==> src/rtl/rojobot_wb_pkg.sv <==
// Shared definitions for the Rojobot Wishbone responder: register map,
// STATUS bit positions and the ack handshake state type.
package rojobot_wb_pkg;

    localparam logic [2:0] REG_BOTINFO = 3'd0;
    localparam logic [2:0] REG_BOTCTRL = 3'd1;
    localparam logic [2:0] REG_STATUS  = 3'd2;
    localparam logic [2:0] REG_CTRL    = 3'd3;
    localparam logic [2:0] REG_UPDCNT  = 3'd4;

    localparam int ST_PENDING  = 0;
    localparam int ST_ACK_BUSY = 1;
    localparam int ST_OVERRUN  = 2;
    localparam int ST_TIMEOUT  = 3;

    typedef enum logic {
        IDLE   = 1'b0,
        ACKING = 1'b1
    } ack_state_t;

endpackage

==> src/rtl/bot_sync_edge.sv <==
// Multi-flop synchroniser for the bot-domain update level, followed by a
// history flop so a single-cycle rise pulse is produced in clk_core.
module bot_sync_edge #(
    parameter int SYNC_STAGES = 2
) (
    input  logic clk,
    input  logic rstn,
    input  logic async_in,
    output logic sync_q,
    output logic rise
);

    logic [SYNC_STAGES-1:0] sync_ff;
    logic                   hist_q;

    always_ff @(posedge clk or negedge rstn) begin
        if (!rstn) begin
            sync_ff <= '0;
            hist_q  <= 1'b0;
        end else begin
            sync_ff <= {sync_ff[SYNC_STAGES-2:0], async_in};
            hist_q  <= sync_ff[SYNC_STAGES-1];
        end
    end

    assign sync_q = sync_ff[SYNC_STAGES-1];
    assign rise   = sync_q & ~hist_q;

endmodule

==> src/rtl/rojobot_wb_responder.sv <==
// CPU-side responder for the Rojobot update handshake: snapshots bot info on
// each update, raises an interrupt and returns a 4-phase ack on software clear.
module rojobot_wb_responder
    import rojobot_wb_pkg::*;
#(
    parameter int SYNC_STAGES = 2,
    parameter int ACK_TIMEOUT = 1024
) (
    input  logic        clk,
    input  logic        rstn,
    input  logic [4:0]  i_wb_adr,
    input  logic [31:0] i_wb_dat,
    input  logic [3:0]  i_wb_sel,
    input  logic        i_wb_we,
    input  logic        i_wb_cyc,
    input  logic        i_wb_stb,
    output logic [31:0] o_wb_rdt,
    output logic        o_wb_ack,
    input  logic [31:0] i_botinfo,
    input  logic        i_botupdt_sync,
    output logic [7:0]  o_botctrl,
    output logic        o_int_ack,
    output logic        o_irq
);

    localparam int CNT_W = (ACK_TIMEOUT > 1) ? $clog2(ACK_TIMEOUT) : 1;
    localparam logic [CNT_W-1:0] TO_LAST = CNT_W'(ACK_TIMEOUT - 1);

    logic             sync_q;
    logic             rise;
    ack_state_t       state;
    logic [CNT_W-1:0] to_cnt;
    logic [31:0]      snap_q;
    logic [31:0]      updcnt_q;
    logic             pending_q;
    logic             overrun_q;
    logic             timeout_q;
    logic             ie_q;
    logic [31:0]      rd_data;

    bot_sync_edge #(.SYNC_STAGES(SYNC_STAGES)) u_sync (
        .clk      (clk),
        .rstn     (rstn),
        .async_in (i_botupdt_sync),
        .sync_q   (sync_q),
        .rise     (rise)
    );

    // A request is accepted on the edge that raises o_wb_ack; writes land there too.
    logic       wb_req;
    logic       wr_en;
    logic [2:0] reg_sel;
    logic       st_wr;
    logic       clr_pend;
    logic       clr_ovr;
    logic       clr_to;
    logic       upd_wr;
    logic       ack_start;
    logic       timeout_hit;

    assign wb_req      = i_wb_cyc & i_wb_stb & ~o_wb_ack;
    assign wr_en       = wb_req & i_wb_we;
    assign reg_sel     = i_wb_adr[4:2];
    assign st_wr       = wr_en & (reg_sel == REG_STATUS) & i_wb_sel[0];
    assign clr_pend    = st_wr & i_wb_dat[ST_PENDING];
    assign clr_ovr     = st_wr & i_wb_dat[ST_OVERRUN];
    assign clr_to      = st_wr & i_wb_dat[ST_TIMEOUT];
    assign upd_wr      = wr_en & (reg_sel == REG_UPDCNT);
    assign ack_start   = clr_pend & (state == IDLE);
    assign timeout_hit = (state == ACKING) & sync_q & (to_cnt == TO_LAST);

    logic unused_bits;
    assign unused_bits = ^{i_wb_adr[1:0], i_wb_dat[31:8], i_wb_dat[1], i_wb_sel[3:1]};

    always_ff @(posedge clk or negedge rstn) begin
        if (!rstn) begin
            state     <= IDLE;
            to_cnt    <= '0;
            o_int_ack <= 1'b0;
        end else begin
            unique case (state)
                IDLE: begin
                    if (ack_start) begin
                        state     <= ACKING;
                        to_cnt    <= '0;
                        o_int_ack <= 1'b1;
                    end
                end
                ACKING: begin
                    if (!sync_q || (to_cnt == TO_LAST)) begin
                        state     <= IDLE;
                        o_int_ack <= 1'b0;
                    end else begin
                        to_cnt <= to_cnt + 1'b1;
                    end
                end
                default: begin
                    state     <= IDLE;
                    o_int_ack <= 1'b0;
                end
            endcase
        end
    end

    // Hardware set events win over a same-cycle software clear.
    always_ff @(posedge clk or negedge rstn) begin
        if (!rstn) begin
            snap_q    <= '0;
            updcnt_q  <= '0;
            pending_q <= 1'b0;
            overrun_q <= 1'b0;
            timeout_q <= 1'b0;
            ie_q      <= 1'b0;
            o_botctrl <= '0;
        end else begin
            if (rise) begin
                snap_q    <= i_botinfo;
                updcnt_q  <= upd_wr ? 32'd1 : updcnt_q + 32'd1;
                pending_q <= 1'b1;
            end else begin
                if (upd_wr)   updcnt_q  <= '0;
                if (clr_pend) pending_q <= 1'b0;
            end
            if (rise && pending_q) overrun_q <= 1'b1;
            else if (clr_ovr)      overrun_q <= 1'b0;
            if (timeout_hit)       timeout_q <= 1'b1;
            else if (clr_to)       timeout_q <= 1'b0;
            if (wr_en && i_wb_sel[0] && (reg_sel == REG_BOTCTRL)) o_botctrl <= i_wb_dat[7:0];
            if (wr_en && i_wb_sel[0] && (reg_sel == REG_CTRL))    ie_q      <= i_wb_dat[0];
        end
    end

    always_comb begin
        rd_data = '0;
        unique case (reg_sel)
            REG_BOTINFO: rd_data = snap_q;
            REG_BOTCTRL: rd_data = {24'd0, o_botctrl};
            REG_STATUS:  rd_data = {28'd0, timeout_q, overrun_q, (state == ACKING), pending_q};
            REG_CTRL:    rd_data = {31'd0, ie_q};
            REG_UPDCNT:  rd_data = updcnt_q;
            default:     rd_data = '0;
        endcase
    end

    always_ff @(posedge clk or negedge rstn) begin
        if (!rstn) begin
            o_wb_ack <= 1'b0;
            o_wb_rdt <= '0;
        end else begin
            o_wb_ack <= wb_req;
            o_wb_rdt <= wb_req ? rd_data : 32'd0;
        end
    end

    assign o_irq = pending_q & ie_q;

endmodule
==> config.mk <==
export PLATFORM = sky130hd
export DESIGN_NAME = rojobot_wb_responder
export DESIGN_NICKNAME = d
export VERILOG_FILES = /design/src/rtl/rojobot_wb_pkg.sv /design/src/rtl/bot_sync_edge.sv /design/src/rtl/rojobot_wb_responder.sv
export SDC_FILE = /design/constraint.sdc
export NUM_CORES = 1
export LEC_CHECK = 0
export ABC_AREA = 1
export CAP_MARGIN = 30
export CORE_UTILIZATION = 25
export CTS_BUF_LIST = sky130_fd_sc_hd__clkbuf_4 sky130_fd_sc_hd__clkbuf_8 sky130_fd_sc_hd__clkbuf_16
export DETAILED_ROUTE_END_ITERATION = 10
export DONT_BUFFER_PORTS = 1
export PLACE_DENSITY = 0.37
export SETUP_SLACK_MARGIN = 0.1
export SYNTH_ARGS = -nofsm -noshare
export SYNTH_HDL_FRONTEND = slang
export SYNTH_SLANG_ARGS = --single-unit
==> constraint.sdc <==
create_clock -name clk -period 2.1 [get_ports clk]
set_clock_uncertainty 0.1 [all_clocks]
set_input_delay 0.42 -clock clk [delete_from_list [all_inputs] [get_ports clk]]
set_output_delay 0.42 -clock clk [all_outputs]
set_load 0.02 [all_outputs]
==> impl_metrics.toml, run 1 <==
[synth]
yosysUniqueCellTypes = 35
synth_edf_count = 0
netlist.top_cell.by_area = "dfrtp_1"
synthTopCellsByArea = "dfrtp_1, nand2_1, nor2_1, inv_1, a21oi_1"
yosysMostFrequentCell = "nand2_1"
ys_ff_latch = 124
syn_area_per_cell_sq_um = 7.865
netlist_top_cells_count = "nand2_1, dfrtp_1, nor2_1"
seq_area_frac_synth_pct = 52.68
netlist_area_sq_um = 5891
synth_nets = 830
ys_async_sr_fraction_pct = 100.0
yosysWarnings = 0
synthFlopType = "dfrtp_1"
syn_inst = 749
synth_top_area_share_pct = 52.68

[worst_setup_path]
arrival_ps = 2010
crit_path_end_kind = "flip-flop"
crit_required_ps = 2310
path_class = "flip-flop to flip-flop"
crit_path_max_fanout = 9
cp-start-kind = "flip-flop"

[placed_design]
place.gp.congestion = 0.8102
place_area_sq_um = 6272
place_inst = 1054
dpl.hpwl_um = 11250
numPortBuffers = 0

[routing]
via_per_inst = 4.352
vias = 4805
dr.first_iter.drc_count = 310
drc_errors = 0
ant_nets = 0
wl_um = 16100
first_pass_iters = 5
wl_per_cell_um = 14.58

[clock_network]
root_buffer = "clkbuf_16"
post-cts-setup-buffers = 0
cts_tree = "done"
cts_buffer_depth = 2
numCtsBuffers = 17
clkSinkCount = 124
path_clk_slew_ps = 60
worst_skew_pair.late_latency_ps = 420
h-tree-depth = 4

[floorplan]
core_sq_um = 22850
design.portCount = 122
die_h_um = 155.5
dieArea_sq_um = 24180
rows = 55
start_util_pct = 25.78
die_w_um = 155.5

[timing]
grt_setup_unrepaired = "false"
worst_pin_slew_ps = 410.9
fin_crit_sh_pct = 85.65
maxSlewViolCount = 0
timing.fmax_ghz = 0.5560
period_needed_ps = 1799
hold_viol = 124
setup_viol = 0
worst_hold_slack_ps = -395.1
tns_ps = 0
slew_headroom_pct = 72.46

[grt]
grt_pass1_vias = 4975
grt_usage_pct = 14.18
gr-total-overflow = 0
antenna_found_initial = 0
grt_pass1_wl_um = 26430
grt_max_degree = 125

[pwr]
p_switching_mw = 1.587
p_int_mw = 4.543
vdd_drop_max_mv = 0.4864
power_leakage_nw = 3.281
pwr-share-clk_pct = 48.0
pwr-share-seq_pct = 45.1
pwr-share-comb_pct = 6.9
p_per_area_nw_per_um2 = 869.8
finalPower_mw = 6.130
p_sw_share_pct = 25.89

[cells_and_area]
area.growth.synth_to_final_pct = 19.65
finalInstanceArea_sq_um = 7048
num_antenna_cells = 0
drive_gt1_share_pct = 9.987
nets = 859
fill_cells = 2515
fin_cells = 1104

[hold_path]
min_path_type = "input pin to async pin"

[run_status]
status = "finished with violations"
violations = "negative hold slack"

[run]
drv_cap = 0
timing repair:
action | in CTS | in global routing
setup endpoints to repair | 0 | 10
hold buffers | 17 | 1
resized for setup | 0 | 2
hold endpoints to repair | 141 | 125
layer usage:
layer,up-vias,share of wire (%),GRT usage [%]
li1,2417,-,-
met1,2267,48,18.59
met2,111,47,23.00
met3,10,4.8,3.621
met4,0,0.96,4.062
met5,-,0,0
cell type report:
| type | count | area, sq um | share of cell area [%] |
|---|---|---|---|
| flip-flops and latches | 124 | 3104 | 44.04 |
| multi-input cells | 535 | 2426 | 34.42 |
| clock buffers | 19 | 446.7 | 6.338 |
| well taps | 313 | 391.6 | 5.557 |
| repair buffers | 31 | 277.8 | 3.941 |
| inverters | 69 | 259.0 | 3.675 |
| clock inverters | 13 | 142.6 | 2.024 |
power by group through the flow:
stage,Clock [mW],Combinational [mW],Sequential (mW)
floorplan,0,0.306,2.76
global placement,0,0.393,2.80
detailed placement,0,0.402,2.80
CTS,3.05,0.431,2.76
global route,3.15,0.488,2.79
finish,2.94,0.424,2.76
metrics by stage:
| stage | worst slack [ps] | utilization, % | hold WS [ps] |
|---|---|---|---|
| final | 301.4 | 30.85 | -395.1 |
| after global routing | 121.5 | 30.85 | -436.2 |
| after CTS | 186.7 | 30.78 | -423.0 |
| after detailed placement | 223.5 | 27.45 | 29.86 |
| after global placement | 208.9 | 27.45 | 30.44 |
| after floorplan | 538.6 | - | 24.41 |
critical path, stage by stage (launching register included):
cell and delay (ps):
dfrtp_2 420, ha_1 210, nand3_1 190, nor2_4 200, nand3_2 120, nand2_2 150, nand2_2 150, nand2_1 100
nand2_1 50
flip-flops by register name (all words and copies together) (netlist names):
signal          cells
o_int_ack           1
overrun_q           1
updcnt_q           32
to_cnt             10
ie_q                1
pending_q           1
u_sync.hist_q       1
timeout_q           1
state               1
o_botctrl           8
snap_q             32
u_sync.sync_ff      2
o_wb_rdt           32
o_wb_ack            1
placed cells by master, fill, tap and decap left out, types with 13 or more instances in the layout:
cell	instances
nand3_1	38
buf_4	13
inv_1	64
dlygate4sd3_1	18
nor2_1	69
a21oi_1	39
dfrtp_1	123
o21ai_0	17
clkbuf_16	17
nand2_1	300
cells by family after synthesis:
logic type	share of synthesized area [%]
and+or+nand+nor	32.37
DFF	52.68
buffers and inverters	6.224
AOI/OAI and AO/OA	6.649
muxes	1.211
xor gates and xnor gates	0.4461
adders and majority gates	0.4247
final timing paths:
kind	start	end	slack (ps)	cells past startpoint
setup reg to reg	to_cnt[0]$_DFFE_PN0P_	to_cnt[6]$_DFFE_PN0P_	300	8
hold / removal	rstn	snap_q[8]$_DFFE_PN0P_	-400	0
hold reg to reg	u_sync.sync_ff[0]$_DFF_PN0_	u_sync.sync_ff[1]$_DFF_PN0_	280	0
setup / recovery	to_cnt[0]$_DFFE_PN0P_	to_cnt[6]$_DFFE_PN0P_	300	8
min in group clk	i_botinfo[11]	snap_q[11]$_DFFE_PN0P_	20	2
max in group asynchronous	rstn	updcnt_q[21]$_DFFE_PN0P_	2110	0
Power figures use the tool's default switching activity.
==> inputs of run 2 (changes only) <==
- PLACE_DENSITY: 0.37 -> 0.39
- clock period: 2.1 -> 1.6 ns (I/O delays scaled with it)
==> run 2 against run 1 <==
The run still ends with negative hold slack left. Global-route usage rose by 1.2 points. First-iteration DRC count shrank 25%. Clock power rose by 28%. Critical path depth is 2 lower. Clock-buffer cell count shrank 2. Critical path type unchanged. Critical endpoint is now o_botctrl[4]$_DFFE_PN0P_.
==> impl_metrics.toml, run 2 (synthesized netlist as in run 1, its figures left out) <==
[run_status]
status = "finished with violations"
violations = "negative hold slack"

[cells_and_area]
nets = 947
reg_top3 = "o_wb_rdt x32, snap_q x32, updcnt_q x32"
final_common_cell = "nand2_1"
multiInputGateArea_sq_um = 2954
num_antenna_cells = 0
fill_cells = 2446
drive_gt1_share_pct = 27.42
regArea_sq_um = 3112
finalInstanceArea_sq_um = 8379
area.growth.synth_to_final_pct = 42.25
final_cell_mix = "nand2_1, dfrtp_1, buf_4, inv_1, nor2_1"

[routing]
vias = 5216
ant_nets = 0
via_per_inst = 4.376
first_pass_iters = 5
dr.first_iter.drc_count = 231
wl_per_cell_um = 14.81
wl_um = 17660
drc_errors = 0

[clock_network]
worst_skew_pair.late_latency_ps = 420
h-tree-depth = 4
cts_hold_buf = 41
path_clk_slew_ps = 60
root_buffer = "clkbuf_16"
numCtsBuffers = 17
clkSinkCount = 124
cts_buffer_depth = 2
cts_tree = "done"

[grt]
antenna_found_initial = 0
grt_pass1_vias = 5314
grt_pass1_wl_um = 28460
grt_usage_pct = 15.34
gr-total-overflow = 0
grt_max_degree = 125

[run]
drv_cap = 0

[timing]
setup_viol = 0
slew_headroom_pct = 73.80
maxSlewViolCount = 0
timing.fmax_ghz = 0.6387
worst_pin_slew_ps = 392.6
period_needed_ps = 1566
fin_crit_sh_pct = 97.85
grt_setup_unrepaired = "true"
hold_viol = 124
worst_hold_slack_ps = -510.7

[worst_setup_path]
cp-start-kind = "flip-flop"
path_class = "flip-flop to flip-flop"
arrival_ps = 1770
crit_path_max_fanout = 6
ff2ff_path_depth = 6
crit_path_end_kind = "flip-flop"
crit_required_ps = 1800

[pwr]
p_per_area_nw_per_um2 = 997.2
vdd_drop_max_mv = 0.5735
power_leakage_nw = 3.804

[placed_design]
dpl.hpwl_um = 11400
place_area_sq_um = 6569
numPortBuffers = 0
place.gp.congestion = 0.8150

[hold_path]
min_path_type = "input pin to async pin"

[floorplan]
design.portCount = 122
core_sq_um = 22850
die_w_um = 155.5
die_h_um = 155.5
rows = 55
start_util_pct = 25.78
dieArea_sq_um = 24180
==> run 2: changes by cell type in the layout (fill, tap and decap cells not counted), moves of 7 or more <==
cell / delta
dlygate4sd3_1: +23
nand2_2: +19
nor2_4: +13
nand3_2: +15
nand3_4: +7
nand3_1: -21
buf_6: +8
nand2_4: +9
buf_4: +46
nor2_1: -23
nor2_2: +11
nand2_1: -28
==> run 2: final cells by class <==
| type | count | share of cell area (%) |
|---|---|---|
| Sequential cell | 124 | 37.14 |
| Multi-Input combinational cell | 539 | 35.25 |
| Timing Repair Buffer | 115 | 13.02 |
| Clock buffer | 17 | 5.077 |
| Tap cell | 313 | 4.674 |
| Inverter | 69 | 3.181 |
| Clock inverter | 15 | 1.657 |
==> run 2: report_power, final <==
part,total (mW),internal (mW),switching (mW)
Combinational,0.962,0.477,0.486
Clock,3.76,2.16,1.60
Sequential,3.63,3.38,0.255
Total,8.36,6.01,2.34
==> run 2: worst paths after layout <==
kind | slack (ps) | end | startpoint
min reg2reg | 250 | u_sync.sync_ff[1]$_DFF_PN0_ | u_sync.sync_ff[0]$_DFF_PN0_
max reg2reg | 30 | o_botctrl[4]$_DFFE_PN0P_ | o_wb_ack$_DFF_PN0_
max | 30 | o_botctrl[4]$_DFFE_PN0P_ | o_wb_ack$_DFF_PN0_
min | -510 | to_cnt[3]$_DFFE_PN0P_ | rstn
max in group asynchronous | 1730 | updcnt_q[16]$_DFFE_PN0P_ | rstn
min in group clk | 30 | ie_q$_DFFE_PN0P_ | i_wb_adr[4]
==> run 2: per-stage QoR <==
stage	util [%]	setup slack (ps)	TNS, ps	power, mW	instances
2_1_floorplan	-	84.65	0	4.031	749
5_1_grt	36.68	-35.97	-292.1	8.768	1192
3_3_place_gp	28.75	-46.22	-258.0	4.251	1085
6_report	36.68	34.35	0	8.356	1192
4_1_cts	34.75	54.62	0	8.375	1175
3_5_place_dp	28.75	-55.68	-374.9	4.262	1085
==> run 2: per-layer routing <==
metal  share of wire, %  global-route usage, %  vias up
met1                 47                  20.13     2513
met5                  0                      0        -
met4               0.87                  4.248        0
li1                   -                      -     2608
met2                 47                  24.49       86
met3                4.6                  4.485        9
==> run 2: what timing repair did <==
action,in CTS,in global routing
endpoints found under the setup margin,43,51
setup buffers,12,16
pin swaps,20,37
gates cloned,5,1
gates resized for setup,57,91
endpoints found under the hold margin,166,124
==> run 2: critical path: stages, from the launching register on <==
cell	delay [ps]
dfrtp_2	400
inv_2	60
nand3_4	70
nor2_4	220
buf_6	140
nand3_4	120
mux2_4	330
==> inputs of run 3 (changes only) <==
- CELL_PAD_IN_SITES_DETAIL_PLACEMENT: unset -> 0
- CELL_PAD_IN_SITES_GLOBAL_PLACEMENT: unset -> 1
- PLACE_DENSITY: 0.39 -> 0.49
==> run 3 against run 2 <==
The flow still finishes with violations (negative hold slack). Sequential share of layout area hardly changed. Via count is 0.48% lower. Register-to-register slack hardly changed. Global-route usage is 0.21 points lower. Wire length is 1.5% lower. Total power is 1.3% higher. Hold slack better by 6.8 ps. Critical path depth is 3 higher. Largest cell class unchanged.
==> impl_metrics.toml, run 3 (synthesized netlist as in run 1, its figures left out) <==
[timing]
slew_headroom_pct = 71.24
worst_pin_slew_ps = 429.0
setup_viol = 0
period_needed_ps = 1578
grt_setup_unrepaired = "true"
hold_viol = 124
fin_crit_sh_pct = 98.59
worst_hold_slack_ps = -503.9
maxSlewViolCount = 0
timing.fmax_ghz = 0.6339

[cells_and_area]
fill_cells = 2435
regArea_sq_um = 3112
area.growth.synth_to_final_pct = 42.20
final_common_cell = "nand2_1"
fin_cells = 1191
final_cell_mix = "nand2_1, dfrtp_1, inv_1, buf_4, nor2_1"
nets = 948
drive_gt1_share_pct = 26.31
reg_top3 = "o_wb_rdt x32, snap_q x32, updcnt_q x32"
num_antenna_cells = 0
utilization_pct = 36.66
multiInputGateArea_sq_um = 2924

[grt]
met3_usage_pct = 3.454
grt_usage_pct = 15.13
grt_pass1_vias = 5211
gr-total-overflow = 0
grt_max_degree = 125
grt_pass1_wl_um = 28120
grt_use_met2_pct = 24.07
use_met1_pct = 20.22
busiest_layer = "met2"
antenna_found_initial = 0

[routing]
drc_errors = 0
dr.first_iter.drc_count = 219
first_pass_iters = 4
wl_per_cell_um = 14.61
via_per_inst = 4.359
wl_um = 17400
vias = 5191
ant_nets = 0

[hold_path]
min_path_type = "input pin to async pin"

[pwr]
p_per_area_nw_per_um2 = 1011
power_leakage_nw = 3.849
vdd_drop_max_mv = 0.6434

[worst_setup_path]
arrival_ps = 1780
crit_required_ps = 1800
ff2ff_path_depth = 9
crit_path_end_kind = "flip-flop"
cp-start-kind = "flip-flop"
path_class = "flip-flop to flip-flop"
crit_path_max_fanout = 5
r2r_slack_ps = 20
crit_end = "to_cnt[5]$_DFFE_PN0P_"
worstReg2RegEnd = "to_cnt[5]$_DFFE_PN0P_"
r2r_start = "o_wb_ack$_DFF_PN0_"
startpoint = "o_wb_ack$_DFF_PN0_"

[floorplan]
die_h_um = 155.5
core_sq_um = 22850
start_util_pct = 25.78
design.portCount = 122
dieArea_sq_um = 24180
die_w_um = 155.5
rows = 55

[clock_network]
path_clk_slew_ps = 60
h-tree-depth = 4
numCtsBuffers = 17
worst_skew_pair.late_latency_ps = 420
root_buffer = "clkbuf_16"
clkSinkCount = 124
cts_buffer_depth = 2
cts_tree = "done"
cts_hold_buf = 41

[placed_design]
place_inst = 1098
numPortBuffers = 0
dpl.hpwl_um = 11330
place.gp.congestion = 0.7621

[run]
drv_cap = 0

[run_status]
status = "finished with violations"
violations = "negative hold slack"
[run 3: cell types whose count changed in the layout (fill, tap and decap cells not counted), moves of 4 or more]
cell      previous run  this run
buf_6                8        14
clkinv_4             4         0
nand2_1            272       279
nand2_2             26        18
[run 3: repair_timing]
action | in CTS | in global routing
buffers inserted | 10 | 9
endpoints found under the setup margin | 42 | 58
cloned | 4 | 0
endpoints found under the hold margin | 165 | 124
resized for setup | 52 | 90
pin swaps | 19 | 48
[run 3: area by class of cell]
cell class                      count  share of cell area (%)
Tap cell                          313                   4.675
Inverter                           69                   3.211
Sequential cell                   124                   37.15
Multi-Input combinational cell    538                   34.91
Clock buffer                       21                   5.512
Timing Repair Buffer              117                   13.08
Clock inverter                      9                   1.464
[run 3: where the power goes]
group	internal (mW)	switching, mW
registers	3.38	0.256
clock network	2.51	1.41
logic	0.451	0.456
[run 3: critical path, cell delays in order (launching register included)]
cell and delay [ps]:
dfrtp_2 400, inv_2 60, nand3_4 70, nor2_4 160, buf_6 140, nand3_4 70, nor2_4 190, nand2_4 110
nand3_1 90, nand2_1 50
[run 3: worst min-delay path by stage]
| stage | startpoint | end | slack (ps) | cells after the start |
|---|---|---|---|---|
| floorplan | rstn | ie_q$_DFFE_PN0P_ | -80 | 0 |
| CTS | rstn | o_wb_rdt[6]$_DFF_PN0_ | -530 | 0 |
| finish | rstn | o_wb_rdt[6]$_DFF_PN0_ | -500 | 0 |
| global route | rstn | o_wb_rdt[7]$_DFF_PN0_ | -530 | 0 |
| global placement | rstn | o_wb_rdt[6]$_DFF_PN0_ | -70 | 0 |
| detailed placement | rstn | snap_q[7]$_DFFE_PN0P_ | -70 | 0 |
[run 3: metrics by stage]
| step | hold WS (ps) | setup WS [ps] | instance area [sq um] | total power, mW | TNS, ps |
|---|---|---|---|---|---|
| finish | -503.9 | 22.48 | 8377 | 8.466 | 0 |
| floorplan | -75.59 | 84.65 | 5917 | 4.031 | 0 |
| CTS | -525.3 | 1.323 | 7989 | 8.520 | 0 |
| global route | -529.1 | -80.74 | 8377 | 8.827 | -1083 |
| global placement | -70.84 | -41.98 | 6654 | 4.292 | -424.7 |
| detailed placement | -69.20 | -44.28 | 6654 | 4.307 | -442.2 |
[run 3: routing by layer]
layer  wire (um)  vias to the layer above
li1            -                     2604
met1        8529                     2488
met4         185                        0
met2        8186                       82
met5           0                        -
met3         498                       17
